## config.mk

```make
export PLATFORM = sky130hd
export DESIGN_NAME = frame_bank_scheduler
export DESIGN_NICKNAME = d
export VERILOG_FILES = /design/src/rtl/frame_sched_pkg.sv /design/src/rtl/cfg_shadow.sv /design/src/rtl/frame_bank_scheduler.sv
export SDC_FILE = /design/constraint.sdc
export NUM_CORES = 1
export LEC_CHECK = 0
export CORE_UTILIZATION = 42
export DETAILED_ROUTE_END_ITERATION = 8
export GPL_ROUTABILITY_DRIVEN = 0
export PLACE_DENSITY = 0.76
export SYNTH_ARGS = -nofsm -noshare
export SYNTH_HDL_FRONTEND = slang
export SYNTH_HIERARCHICAL = 1
export SYNTH_SLANG_ARGS = --single-unit
```

## constraint.sdc

```tcl
create_clock -name sys_clk -period 2.3 [get_ports sys_clk]
set_input_delay 0.46 -clock sys_clk [delete_from_list [all_inputs] [get_ports sys_clk]]
set_output_delay 0.46 -clock sys_clk [all_outputs]
set_load 0.05 [all_outputs]
```

## src/rtl/frame_sched_pkg.sv

```systemverilog
`default_nettype none
// ============================================================================
// Module      : frame_sched_pkg
// Description : Shared types and constants for the frame bank scheduler.
//               Defines the scheduler states, the bank index type, the bank
//               count, the default detection configuration and the helper
//               that picks the free bank.
// Revision    : 1.0 - initial release
// ============================================================================
package frame_sched_pkg;

  typedef enum logic [1:0] {
    ST_IDLE  = 2'd0,
    ST_PRIME = 2'd1,
    ST_RUN   = 2'd2
  } sched_state_e;

  typedef logic [1:0] bank_t;

  localparam int unsigned NUM_BANKS       = 3;
  localparam logic [7:0]  C_DEF_THRESHOLD = 8'd80;
  localparam logic [9:0]  C_DEF_MIN_DIST  = 10'd30;

  // The three bank indices sum to 3, so the bank that is neither being
  // written nor read is 3 - w - r. Operands never exceed 3 in total, so the
  // 2-bit arithmetic cannot wrap.
  function automatic bank_t free_bank(input bank_t w, input bank_t r);
    return bank_t'(2'(NUM_BANKS) - w - r);
  endfunction

endpackage : frame_sched_pkg
`default_nettype wire

```

## src/rtl/cfg_shadow.sv

```systemverilog
`default_nettype none
// ============================================================================
// Module      : cfg_shadow
// Description : Shadow register for the run-time detection configuration.
//               Accepts one offer over a valid/ready handshake, holds it
//               pending and applies it at the next frame start.
// Ports       : clk, rst              clock, synchronous active-high reset
//               i_fs                  frame-start strobe
//               i_cfg_valid/o_cfg_ready  offer handshake
//               i_cfg_threshold/i_cfg_min_dist  offered values
//               o_diff_threshold/o_min_dist     applied values
// Revision    : 1.0 - initial release
// ============================================================================
module cfg_shadow #(
  parameter logic [7:0] DEF_THRESHOLD = 8'd80,
  parameter logic [9:0] DEF_MIN_DIST  = 10'd30
) (
  input  logic       clk,
  input  logic       rst,
  input  logic       i_fs,
  input  logic       i_cfg_valid,
  input  logic [7:0] i_cfg_threshold,
  input  logic [9:0] i_cfg_min_dist,
  output logic       o_cfg_ready,
  output logic [7:0] o_diff_threshold,
  output logic [9:0] o_min_dist
);

  logic       r_ready;
  logic       r_pending;
  logic       r_reopen;   // apply happened last cycle; re-open the port now
  logic [7:0] r_pend_thr;
  logic [9:0] r_pend_md;
  logic [7:0] r_thr;
  logic [9:0] r_md;

  logic w_take;
  logic w_apply;

  assign w_take  = i_cfg_valid & r_ready;
  assign w_apply = i_fs & r_pending;

  always_ff @(posedge clk) begin
    if (rst) begin
      r_ready    <= 1'b1;
      r_pending  <= 1'b0;
      r_reopen   <= 1'b0;
      r_pend_thr <= '0;
      r_pend_md  <= '0;
      r_thr      <= DEF_THRESHOLD;
      r_md       <= DEF_MIN_DIST;
    end else begin
      r_reopen <= w_apply;

      if (w_apply) begin
        r_thr <= r_pend_thr;
        r_md  <= r_pend_md;
      end

      // A take needs ready, which implies nothing is pending, so take and
      // apply never compete for the pending register.
      if (w_take) begin
        r_pending  <= 1'b1;
        r_pend_thr <= i_cfg_threshold;
        r_pend_md  <= i_cfg_min_dist;
      end else if (w_apply) begin
        r_pending <= 1'b0;
      end

      if (w_take) begin
        r_ready <= 1'b0;
      end else if (r_reopen) begin
        r_ready <= 1'b1;
      end
    end
  end

  assign o_cfg_ready      = r_ready;
  assign o_diff_threshold = r_thr;
  assign o_min_dist       = r_md;

endmodule : cfg_shadow
`default_nettype wire

```

## src/rtl/frame_bank_scheduler.sv

```systemverilog
`default_nettype none
// ============================================================================
// Module      : frame_bank_scheduler
// Description : Frame-differencing front-end sequencer. Rotates three SDRAM
//               frame banks (write bank for the incoming frame, read bank
//               replaying the previous one) at every frame start, drops
//               frames while either memory engine is still busy, and
//               shadows the detection configuration to frame boundaries.
// Ports       : sys_clk, sys_rst           clock, sync active-high reset
//               per_frame_vsync            camera vsync (rising edge = frame)
//               wr_done, rd_done           engine completion pulses
//               wr_start, rd_start         engine launch pulses
//               wr_bank/rd_bank, wr_base/rd_base  bank indices and bases
//               diff_en                    difference result valid
//               cfg_*                      config handshake and values
//               diff_threshold, min_dist   applied configuration
//               frame_cnt, drop_cnt        accepted / dropped frame counts
// Revision    : 1.0 - initial release
// ============================================================================
module frame_bank_scheduler
  import frame_sched_pkg::*;
#(
  parameter int unsigned       ADDR_W        = 24,
  parameter logic [ADDR_W-1:0] BANK_STRIDE   = 24'h04B000,
  parameter logic [7:0]        DEF_THRESHOLD = C_DEF_THRESHOLD,
  parameter logic [9:0]        DEF_MIN_DIST  = C_DEF_MIN_DIST
) (
  input  logic              sys_clk,
  input  logic              sys_rst,
  input  logic              per_frame_vsync,
  input  logic              wr_done,
  input  logic              rd_done,
  output logic              wr_start,
  output logic              rd_start,
  output logic [1:0]        wr_bank,
  output logic [1:0]        rd_bank,
  output logic [ADDR_W-1:0] wr_base,
  output logic [ADDR_W-1:0] rd_base,
  output logic              diff_en,
  input  logic              cfg_valid,
  output logic              cfg_ready,
  input  logic [7:0]        cfg_threshold,
  input  logic [9:0]        cfg_min_dist,
  output logic [7:0]        diff_threshold,
  output logic [9:0]        min_dist,
  output logic [15:0]       frame_cnt,
  output logic [15:0]       drop_cnt
);

  localparam bank_t             c_RST_WR_BANK = 2'd0;
  localparam bank_t             c_RST_RD_BANK = 2'd2;
  localparam logic [ADDR_W-1:0] c_RST_RD_BASE = BANK_STRIDE * ADDR_W'(c_RST_RD_BANK);

  sched_state_e r_state;
  sched_state_e w_state_next;

  logic              r_vsync_d;
  logic              r_wr_busy;
  logic              r_rd_busy;
  logic              r_wr_start;
  logic              r_rd_start;
  bank_t             r_wr_bank;
  bank_t             r_rd_bank;
  logic [ADDR_W-1:0] r_wr_base;
  logic [ADDR_W-1:0] r_rd_base;
  logic              r_diff_en;
  logic [15:0]       r_frame_cnt;
  logic [15:0]       r_drop_cnt;

  logic  w_fs;
  logic  w_wr_idle;
  logic  w_rd_idle;
  logic  w_launch_wr;
  logic  w_launch_rd;
  logic  w_drop;
  bank_t w_wr_bank_next;

  assign w_fs = per_frame_vsync & ~r_vsync_d;

  // A done pulse in the frame-start cycle already counts the engine as idle.
  assign w_wr_idle = ~r_wr_busy | wr_done;
  assign w_rd_idle = ~r_rd_busy | rd_done;

  assign w_wr_bank_next = free_bank(r_wr_bank, r_rd_bank);

  // --------------------------------------------------------------------------
  // Scheduler FSM
  // --------------------------------------------------------------------------
  always_ff @(posedge sys_clk) begin
    if (sys_rst) begin
      r_state <= ST_IDLE;
    end else begin
      r_state <= w_state_next;
    end
  end

  always_comb begin
    w_state_next = r_state;
    w_launch_wr  = 1'b0;
    w_launch_rd  = 1'b0;
    w_drop       = 1'b0;
    if (w_fs) begin
      case (r_state)
        ST_IDLE: begin
          // First frame: nothing to replay yet, only capture.
          w_launch_wr  = 1'b1;
          w_state_next = ST_PRIME;
        end
        ST_PRIME, ST_RUN: begin
          if (w_wr_idle && w_rd_idle) begin
            w_launch_wr  = 1'b1;
            w_launch_rd  = 1'b1;
            w_state_next = ST_RUN;
          end else begin
            w_drop = 1'b1;
          end
        end
        default: begin
          w_state_next = ST_IDLE;
        end
      endcase
    end
  end

  // --------------------------------------------------------------------------
  // Bank rotation, engine tracking, counters
  // --------------------------------------------------------------------------
  always_ff @(posedge sys_clk) begin
    if (sys_rst) begin
      r_vsync_d   <= 1'b0;
      r_wr_busy   <= 1'b0;
      r_rd_busy   <= 1'b0;
      r_wr_start  <= 1'b0;
      r_rd_start  <= 1'b0;
      r_wr_bank   <= c_RST_WR_BANK;
      r_rd_bank   <= c_RST_RD_BANK;
      r_wr_base   <= '0;
      r_rd_base   <= c_RST_RD_BASE;
      r_diff_en   <= 1'b0;
      r_frame_cnt <= '0;
      r_drop_cnt  <= '0;
    end else begin
      r_vsync_d  <= per_frame_vsync;
      r_wr_start <= w_launch_wr;
      r_rd_start <= w_launch_rd;

      if (w_launch_wr) begin
        r_wr_busy <= 1'b1;
      end else if (wr_done) begin
        r_wr_busy <= 1'b0;
      end

      if (w_launch_rd) begin
        r_rd_busy <= 1'b1;
      end else if (rd_done) begin
        r_rd_busy <= 1'b0;
      end

      if (w_launch_rd) begin
        // The frame just written becomes the replay source; write into the
        // bank that neither engine was using.
        r_rd_bank <= r_wr_bank;
        r_rd_base <= r_wr_base;
        r_wr_bank <= w_wr_bank_next;
        r_wr_base <= BANK_STRIDE * ADDR_W'(w_wr_bank_next);
      end else if (w_launch_wr) begin
        r_wr_bank <= c_RST_WR_BANK;
        r_wr_base <= '0;
      end

      // Only an accepted frame with a replayed predecessor yields a valid
      // difference; the first frame and dropped frames do not.
      if (w_fs) begin
        r_diff_en <= w_launch_rd;
      end

      if (w_launch_wr) begin
        r_frame_cnt <= r_frame_cnt + 16'd1;
      end

      if (w_drop && (r_drop_cnt != 16'hFFFF)) begin
        r_drop_cnt <= r_drop_cnt + 16'd1;
      end
    end
  end

  // --------------------------------------------------------------------------
  // Configuration shadow
  // --------------------------------------------------------------------------
  cfg_shadow #(
    .DEF_THRESHOLD (DEF_THRESHOLD),
    .DEF_MIN_DIST  (DEF_MIN_DIST)
  ) u_cfg_shadow (
    .clk              (sys_clk),
    .rst              (sys_rst),
    .i_fs             (w_fs),
    .i_cfg_valid      (cfg_valid),
    .i_cfg_threshold  (cfg_threshold),
    .i_cfg_min_dist   (cfg_min_dist),
    .o_cfg_ready      (cfg_ready),
    .o_diff_threshold (diff_threshold),
    .o_min_dist       (min_dist)
  );

  assign wr_start  = r_wr_start;
  assign rd_start  = r_rd_start;
  assign wr_bank   = r_wr_bank;
  assign rd_bank   = r_rd_bank;
  assign wr_base   = r_wr_base;
  assign rd_base   = r_rd_base;
  assign diff_en   = r_diff_en;
  assign frame_cnt = r_frame_cnt;
  assign drop_cnt  = r_drop_cnt;

endmodule : frame_bank_scheduler
`default_nettype wire

```

==> metrics <==
clock tree buffer depth=2; total global routing overflow=0; Distinct cells, synth=48; PwrDens=slightly above 600 nW/um^2; Post-Place Setup Slack=-0.214 ns; core footprint=9770 sq um; setup ws final=just over 0.06 ns; Clk pwr share=between 20% and 30%; Seq cells post-synth=91; Internal=around 2.3 mW; Synth Flop Type=dfxtp_1; Final Max Slew Viols=0; drt wl/cell=13.0 um; CTS tree=done; sequential area share after synthesis=about 43%; CP required=2.58 ns; die area=10500 sq um; Worst R2R Start=r_state[1]; most frequent cells in the layout=clkdlybuf4s50_1, dfxtp_1, nor2_1; Setup Viol. Count Final=0; Residual DRC=0; share of cells above drive strength 1=between 10 and 15%; clk root buf=clkbuf_8; type of the worst setup path=reg -> reg; HP Start=rd_base[15]; router iterations before antenna repair=4; synthesized area per cell=between 9 and 10 sq um; crit path DAT=2.52 ns; crit path time final=2.24 ns; pin count of the biggest net entering global routing=around 110; Fin. Hold Viols=0; Pleak=2.02 nW; Slew headroom=64.4%; CP max FO=3; switching power=1.03 mW; Async S/R FF share, synth=0%; FF-to-FF path depth=7; Final Skew=~0.01 ns; Max Cap Viol=0; initial antenna violation count=0; Horiz. Die Dim=102 um; Final Util=55.1%; Nets=589; post-DP HPWL=6160 um; crit path from=r_state[1]; worst hold path endpoint=rd_base[15]; first-pass GRT wire length=14000 um; H-tree depth=3; DIE HEIGHT=~100 um; Site Rows=36; setup TNS=0 ns; Final period util=97.4%; CTS Hold Buffers Added=0; io pins=130; FMAX=0.447 GHz; class of the worst hold path=reg -> reg; Syn Std Cell Area=4240 sq um; IO Port Bufs=97; YS warnings=6; Post-synth EDFFs=0; worst reg-to-reg setup slack=0.06 ns; Max VDD drop=323 uV; Post-Synthesis Cells=468; Tightest Pin Transition=0.533 ns; vias in the first global route=3096; Reg power frac=50.7%; area grow syn2layout=27.1%; Worst setup SP type=flip-flop; Final ANT Viol Nets=0; clock sink total=between 90 and 100; outcome=complete, no violations; reg2reg end=frame_cnt[15]; Num CTS Buffers=9; Vias=3421; drt via density=4.93; Clock Latency Late Sink=0.34 ns; drt total wl=8990 um; All-Layer GR Usage=16.8%; DR iter-0 viols=approximately 170; Sw Ratio=between 30% and 40%; Reg clk slew, reported paths=0.08 ns; Worst Hold Path Cells=2; Min Hold Slack=0.462 ns; Filler cells=922; commonest non-fill, non-tap cell in the layout=clkdlybuf4s50_1; Logic pwr share=19.8%; diode count=0; Starting Density=~43%; type of element capturing the critical path=flip-flop
-- kinds of logic (layout without fill, tap and decap cells) --
| logic type | count (synthesis) | in the layout | share of synthesized area [%] |
|---|---|---|---|
| other | 1 | 32 | 0.0885 |
| AO/OA/AOI/OAI | 60 | 60 | 8.97 |
| adder cells (fa/ha/maj) | 8 | 8 | 2.36 |
| flip-flops | 91 | 91 | 43.0 |
| AND/OR/NAND/NOR | 190 | 190 | 25.4 |
| multiplexers | 14 | 14 | 3.31 |
| XOR/XNOR | 26 | 26 | 5.37 |
| buffers and inverters | 78 | 140 | 11.6 |
-- metal layers --
| layer | track usage, % | part of all wire (%) | up-vias |
|---|---|---|---|
| li1 | - | - | 1704 |
| met5 | 0 | 0 | - |
| met3 | 2.26 | 5.0 | 9 |
| met1 | 22.6 | 45 | 1592 |
| met2 | 27.4 | 49 | 116 |
| met4 | 6.37 | 1.2 | 0 |
-- per-stage QoR --
stage / power, mW / cell area [sq um] / cells
after floorplan: 2.22 / 4360 / 499
after global placement: 2.33 / 5140 / 673
after detailed placement: 2.34 / 5140 / 673
after CTS: 3.33 / 5320 / 688
after global routing: 3.46 / 5390 / 694
final: 3.31 / 5390 / 694
-- how the worst max path moves through the flow --
stage                     to  slack, ns
6_report       frame_cnt[15]       0.06
5_1_grt        frame_cnt[15]      -0.03
4_1_cts        frame_cnt[14]      0.005
3_5_place_dp   frame_cnt[14]      -0.21
3_3_place_gp   frame_cnt[15]      -0.14
2_1_floorplan  frame_cnt[15]       0.16
-- power by group through the flow --
| stage | clock (mW) | combinational, mW | sequential, mW |
|---|---|---|---|
| after global placement | 0 | 0.617 | 1.71 |
| after floorplan | 0 | 0.405 | 1.81 |
| after detailed placement | 0 | 0.628 | 1.72 |
| after CTS | 1.02 | 0.630 | 1.68 |
| final | 0.976 | 0.657 | 1.68 |
| after global routing | 1.07 | 0.702 | 1.69 |
-- flip-flops by register name (all words and copies together) (netlist names), 2 cells and up --
name / flops
frame_cnt: 16
rd_base: 5
wr_base: 5
r_state: 2
u_cfg_shadow/r_pend_thr: 8
drop_cnt: 16
u_cfg_shadow/o_diff_threshold: 8
u_cfg_shadow/o_min_dist: 10
u_cfg_shadow/r_pend_md: 10
-- critical path, cell delays in order (launching register included) --
cell and delay, ns:
dfxtp_2 0.36, inv_1 0.05, ha_1 0.30, and3b_2 0.22
a32oi_2 0.13, or4b_4 0.50, or4_4 0.49, a21oi_2 0.14
-- synthesized netlist by cell type, types with 5 or more instances --
cell type / n / area share (%)
buf_6: 5 / 1.3
a21oi_1: 23 / 2.7
nand4b_1: 12 / 2.5
mux2i_1: 14 / 3.3
and3_1: 8 / 1.2
buf_2: 8 / 0.94
inv_1: 7 / 0.62
o21ai_1: 10 / 1.2
nand2_1: 30 / 2.7
xnor2_1: 24 / 5.0
nor4_1: 11 / 1.6
nand2b_1: 30 / 4.4
nand3_1: 22 / 2.6
a21bo_2: 7 / 1.7
ha_1: 8 / 2.4
nor2_1: 38 / 3.4
buf_4: 40 / 7.1
clkbuf_1: 15 / 1.3
dfxtp_1: 91 / 43
nor3_1: 6 / 0.71
o21ai_0: 5 / 0.59
-- cell type report --
type,count,area (sq um),area share (%)
tap,133,166,3.09
inverter,8,30.0,0.557
timing repair buffer,117,1130,20.9
clock buffer,10,138,2.56
multi-input combinational,330,2060,38.3
clock inverter,5,38.8,0.720
sequential,91,1820,33.9
-- what timing repair did --
action / in CTS / in global routing
gates resized for setup: 0 / 7
buffers inserted: 0 / 6
endpoints found under the hold margin: 0 / 0
endpoints found under the setup margin: 0 / 5
No activity file was read; power rests on OpenSTA's default activity.
